**config.mk**
```make
export PLATFORM = sky130hd
export DESIGN_NAME = led_pattern_sequencer
export DESIGN_NICKNAME = d
export VERILOG_FILES = /design/src/rtl/led_pattern_sequencer.sv
export SDC_FILE = /design/constraint.sdc
export NUM_CORES = 1
export LEC_CHECK = 0
export CAP_MARGIN = 20
export CELL_PAD_IN_SITES_DETAIL_PLACEMENT = 1
export CELL_PAD_IN_SITES_GLOBAL_PLACEMENT = 2
export CORE_MARGIN = 2
export CORE_UTILIZATION = 35
export CTS_BUF_LIST = sky130_fd_sc_hd__clkbuf_4 sky130_fd_sc_hd__clkbuf_8
export DETAILED_ROUTE_END_ITERATION = 12
export PLACE_DENSITY_LB_ADDON = 0.1
export SLEW_MARGIN = 10
export SYNTH_ARGS = -nofsm -noshare
export SYNTH_HDL_FRONTEND = slang
export SYNTH_SLANG_ARGS = --single-unit
```
**constraint.sdc**
```tcl
create_clock -name clk -period 5.1 [get_ports clk]
set_input_delay 1.275 -clock clk [delete_from_list [all_inputs] [get_ports clk]]
set_output_delay 1.275 -clock clk [all_outputs]
set_load 0.005 [all_outputs]
```
**src/rtl/led_pattern_sequencer.sv**
```systemverilog
// LED pattern memory round: shows an LFSR target, collects the player entry,
// runs a two-strike compare and keeps the pass flag and score.
module led_pattern_sequencer #(
  parameter int unsigned SHOW_CYCLES = 50_000_000,
  parameter logic [15:0] LFSR_SEED   = 16'hACE1
) (
  input  logic        clk,
  input  logic        rst,
  input  logic        start,
  input  logic        submit,
  input  logic [15:0] sw,
  input  logic        is_equal,
  output logic [15:0] led,
  output logic [15:0] amp,
  output logic [15:0] bmp,
  output logic        cmp_enable,
  output logic        busy,
  output logic        result_valid,
  output logic        pass,
  output logic [7:0]  score
);

  localparam logic [2:0] S_IDLE  = 3'd0;
  localparam logic [2:0] S_SHOW  = 3'd1;
  localparam logic [2:0] S_INPUT = 3'd2;
  localparam logic [2:0] S_CMP   = 3'd3;
  localparam logic [2:0] S_RES   = 3'd4;

  localparam int CW = (SHOW_CYCLES > 1) ? $clog2(SHOW_CYCLES) : 1;
  localparam logic [CW-1:0] SHOW_LAST = CW'(SHOW_CYCLES - 1);
  localparam logic [15:0] SEED =
    (LFSR_SEED == 16'h0000) ? 16'h0001 : LFSR_SEED;

  logic [2:0]    state_q, state_d;
  logic [15:0]   lfsr_q, lfsr_d;
  logic [CW-1:0] show_cnt_q, show_cnt_d;
  logic [1:0]    cmp_cnt_q, cmp_cnt_d;
  logic [15:0]   amp_q, amp_d;
  logic [15:0]   bmp_q, bmp_d;
  logic          pass_q, pass_d;
  logic [7:0]    score_q, score_d;
  logic [15:0]   lfsr_step;

  assign lfsr_step = {1'b0, lfsr_q[15:1]}
                   ^ (lfsr_q[0] ? 16'hB400 : 16'h0000);

  always_comb begin
    state_d    = state_q;
    lfsr_d     = lfsr_q;
    show_cnt_d = show_cnt_q;
    cmp_cnt_d  = cmp_cnt_q;
    amp_d      = amp_q;
    bmp_d      = bmp_q;
    pass_d     = pass_q;
    score_d    = score_q;
    case (state_q)
      S_IDLE: begin
        if (start) begin
          state_d    = S_SHOW;
          lfsr_d     = lfsr_step;
          pass_d     = 1'b0;
          show_cnt_d = '0;
        end
      end
      S_SHOW: begin
        if (show_cnt_q == SHOW_LAST) begin
          state_d    = S_INPUT;
          show_cnt_d = '0;
        end else begin
          show_cnt_d = show_cnt_q + CW'(1);
        end
      end
      S_INPUT: begin
        if (submit) begin
          amp_d     = sw;
          bmp_d     = lfsr_q;
          cmp_cnt_d = 2'd0;
          state_d   = S_CMP;
        end
      end
      S_CMP: begin
        cmp_cnt_d = cmp_cnt_q + 2'd1;
        // verdict is valid only after the second strike
        if (cmp_cnt_q == 2'd3) begin
          state_d = S_RES;
          pass_d  = is_equal;
          if (is_equal && (score_q != 8'hFF)) begin
            score_d = score_q + 8'd1;
          end
        end
      end
      S_RES:   state_d = S_IDLE;
      default: state_d = S_IDLE;
    endcase
  end

  always_ff @(posedge clk or posedge rst) begin
    if (rst) begin
      state_q    <= S_IDLE;
      lfsr_q     <= SEED;
      show_cnt_q <= '0;
      cmp_cnt_q  <= 2'd0;
      amp_q      <= 16'h0000;
      bmp_q      <= 16'h0000;
      pass_q     <= 1'b0;
      score_q    <= 8'h00;
    end else begin
      state_q    <= state_d;
      lfsr_q     <= lfsr_d;
      show_cnt_q <= show_cnt_d;
      cmp_cnt_q  <= cmp_cnt_d;
      amp_q      <= amp_d;
      bmp_q      <= bmp_d;
      pass_q     <= pass_d;
      score_q    <= score_d;
    end
  end

  always_comb begin
    led = 16'h0000;
    case (state_q)
      S_SHOW:  led = lfsr_q;
      S_INPUT: led = sw;
      S_CMP:   led = amp_q;
      S_RES:   led = pass_q ? 16'hFFFF : 16'h0000;
      default: led = 16'h0000;
    endcase
  end

  assign cmp_enable   = (state_q == S_CMP) && !cmp_cnt_q[0];
  assign busy         = (state_q != S_IDLE);
  assign result_valid = (state_q == S_RES);
  assign amp          = amp_q;
  assign bmp          = bmp_q;
  assign pass         = pass_q;
  assign score        = score_q;

endmodule

```
==> impl_results.md <==
- Outcome: completed
- TritonCTS clock tree: built
- Nets@finish: 562
- CTS Buf Count: 9
- Clock Skew: roughly 0.014 ns
- Routed WL: 12200 um
- First drt pass iteration count: 4
- Die H: about 110 um
- Hold crit path type: flop to flop
- FF-to-FF Start: show_cnt_q[0]
- Fin crit share: 0.775
- Inst Count DP: 674
- GPL Wtd Cong: between 0.7 and 0.8
- Clk sinks: 88
- I/O pins: 81
- Yosys cell types: 45
- Routed WL per cell: 17.6 um
- Cell Rows: 40
- Worst Slack Setup Final: 1.15 ns
- Hold Fails Final Rpt: 0
- GRT Total Usage: 0.197
- Critical path buffers and inverters: 1
- Levels on crit path: 5
- Detailed-route via count: 3733
- Die X: between 100 and 150 um
- Worst r2r dst: show_cnt_q[14]
- DRC viols: 0
- Largest stage delay, worst path: just under 0.7 ns
- Crit Path Max Fanout: 17
- Count of antenna-violating nets left after detailed routing: 0
- Setup TNS Final: 0 ns
- Tot Pwr: 0.00156 W
- Synthesized cell area: 4310 um^2
- Fraction of layout instances using a drive strength above 1: 0.0810
- Initial antenna violation count: 0
- Port Buffer Count: 80
- Critical path launch point: state_q[1]
- Post-synth EDFFs: 0
- Top FF cell, synth: dfrtp_1
- Worst setup EP type: output pin
- Vias in the first global route: 3928
- DR iter-0 viols: 187
- Pwr/cell area: about 290 nW/um^2
- End of the critical path: led[10]
- Reg clk slew, reported paths: 0.08 ns
- Post-Layout Cell Count: 690
- Minimum clock period: 3.95 ns
- Endpoints failing setup: 0
- Syn_nets: 490
- Clock latency on the worst-skew pair: 0.38 ns
- Worst vdd ir: 0.000180 V
- Antenna fix cells: 0
- Count leader, synth: nand2_1
- Critical-path cell list: nor2_1 -> and2_1 -> a22oi_1 -> nand3_1 -> clkdlybuf4s50_1
- Critical-path top delay cell: and2_1
- Area grow syn2layout: 25.9%
- Slew margin rel.: 0.456
- Critical Path Start Type: flop
- Worst Path Arrival: 2.68 ns
- WP data required: 3.83 ns
- Syn_area_per_cell: around 9.2 um^2
- WS Path Type: flop to output pin
- RSZ-0062 raised after global routing: no
- Async set or reset register ratio after synthesis: 1.00
- Final Core Density: 0.452
- Vias per cell: between 5 and 6
- Seq/Total Area, Yosys: 0.514
- Synth top area cells: dfrtp_1 (46%), nand2_1 (12%), dfstp_2 (4.9%)
- Area of the core: approximately 12000 um^2
- Largest net degree at the start of global routing: 37
- First-pass GRT wire length: 20300 um
- Root Buffer: clkbuf_8
- CTS Hold Bufs: 0
- Quantity of gates resized following cts: 0
- Area fraction of the dominant cell type after synthesis: 0.465
- Worst R2R Path Depth: 7
- Postcts setup bufs: 0
- Pleak: 2.49 nW
- DP Worst Slack: 1.29 ns
- CP delay by family, top: simple AND/OR/NAND/NOR gates
- Flops & latches, synth: 88
- Fmax achieved: 253 MHz
- H-tree levels: 3
- DP HPWL: 8390 um
- Final Max Tran Viols: 0
- Die Footprint: 13200 um^2
- Clock Path Buffers: 2
- Multi-input logic area: slightly below 2000 um^2
- Leading area contributor after synthesis: dfrtp_1
- Max_cap viols: 0
- Post-Syn Instances: approximately 470
- Grt total ovfl: 0
- Reg2Reg Setup Slack: 2.67 ns
- Initial Util: 0.359
- Fillers: 1388
- Reg area: 2210 um^2
- Top post-synthesis cells by count: nand2_1 (139), dfrtp_1 (80), nand3_1 (28)
- Warnings, synthesis: 0
- Worst slew pin tran: 0.816 ns
==> cell families after synthesis <==
family / synth area share
adders and majority gates: 0.00871
buffers and inverters: 0.0363
AOI/OAI and AO/OA: 0.122
xor gates and xnor gates: 0.0203
and+or+nand+nor: 0.258
muxes: 0.0415
DFF: 0.514
==> layout make-up <==
cell class	instances	share of cell area
clock buffer	15	0.0311
clock inverter	1	0.00554
inverter	6	0.00438
multi-input combinational	345	0.359
sequential	88	0.408
tap	147	0.0339
timing repair buffer	88	0.159
==> placed cells by master (no fill, tap or decap), drive strengths merged, types with 2 or more instances in the layout <==
cell type      instances
a22o                   2
or3                    4
inv                    5
nand3                 28
nand4                 13
buf                    8
o21ai                 11
mux2                  15
and2                   7
clkbuf                15
nand3b                 2
clkdlybuf4s50         80
a41oi                  5
a21oi                 17
nand2                139
dfrtp                 80
nand4b                 2
a22oi                 16
a31oi                 24
nand2b                 4
o211ai                 2
and3                   6
ha                     3
and4                   3
xnor2                  8
dfstp                  8
nor2                  15
xor2                   2
nor3                   5
nor3b                  2
==> routing by layer <==
| metal | GRT usage | routed length (um) | vias to the layer above |
|---|---|---|---|
| met5 | 0 | 0 | - |
| met4 | 0.0627 | 170 | 0 |
| met3 | 0.0411 | 526 | 13 |
| met2 | 0.331 | 5890 | 83 |
| met1 | 0.256 | 5570 | 1859 |
| li1 | - | - | 1778 |
==> worst min-delay path, delay by kind of cell (launching register included) <==
kind             cells  cell delay, ns
DFF                  1            0.34
and+or+nand+nor      2            0.11
==> through the flow <==
stage          hold WS [ns]  instance area (um^2)
6_report              0.477                  5430
5_1_grt               0.506                  5430
4_1_cts               0.485                  5430
3_5_place_dp          0.462                  5230
3_3_place_gp          0.457                  5230
2_1_floorplan         0.443                  4310
==> sequential cells by signal (all words and copies together), names as in the netlist <==
name        flops
amp            16
bmp            16
cmp_cnt_q       2
lfsr_q         16
pass            1
score           8
show_cnt_q     26
state_q         3
==> where the power goes <==
| part | internal, W | leakage [nW] | switching (W) | total, W |
|---|---|---|---|---|
| registers | 0.000761 | 1.12 | 0.0000945 | 0.000856 |
| logic | 0.0000943 | 1.27 | 0.000100 | 0.000195 |
| clock network | 0.000261 | 0.106 | 0.000249 | 0.000510 |
==> worst min-delay path by stage <==
stage	start	to	slack (ns)	depth (start not counted)
4_1_cts	bmp[12]	bmp[12]	0.48	2
6_report	bmp[7]	bmp[7]	0.48	2
3_5_place_dp	bmp[12]	bmp[12]	0.46	2
2_1_floorplan	show_cnt_q[25]	show_cnt_q[25]	0.44	1
5_1_grt	bmp[2]	bmp[2]	0.51	2
3_3_place_gp	bmp[10]	bmp[10]	0.46	2
Note: power is estimated with default switching activity, not from simulation.
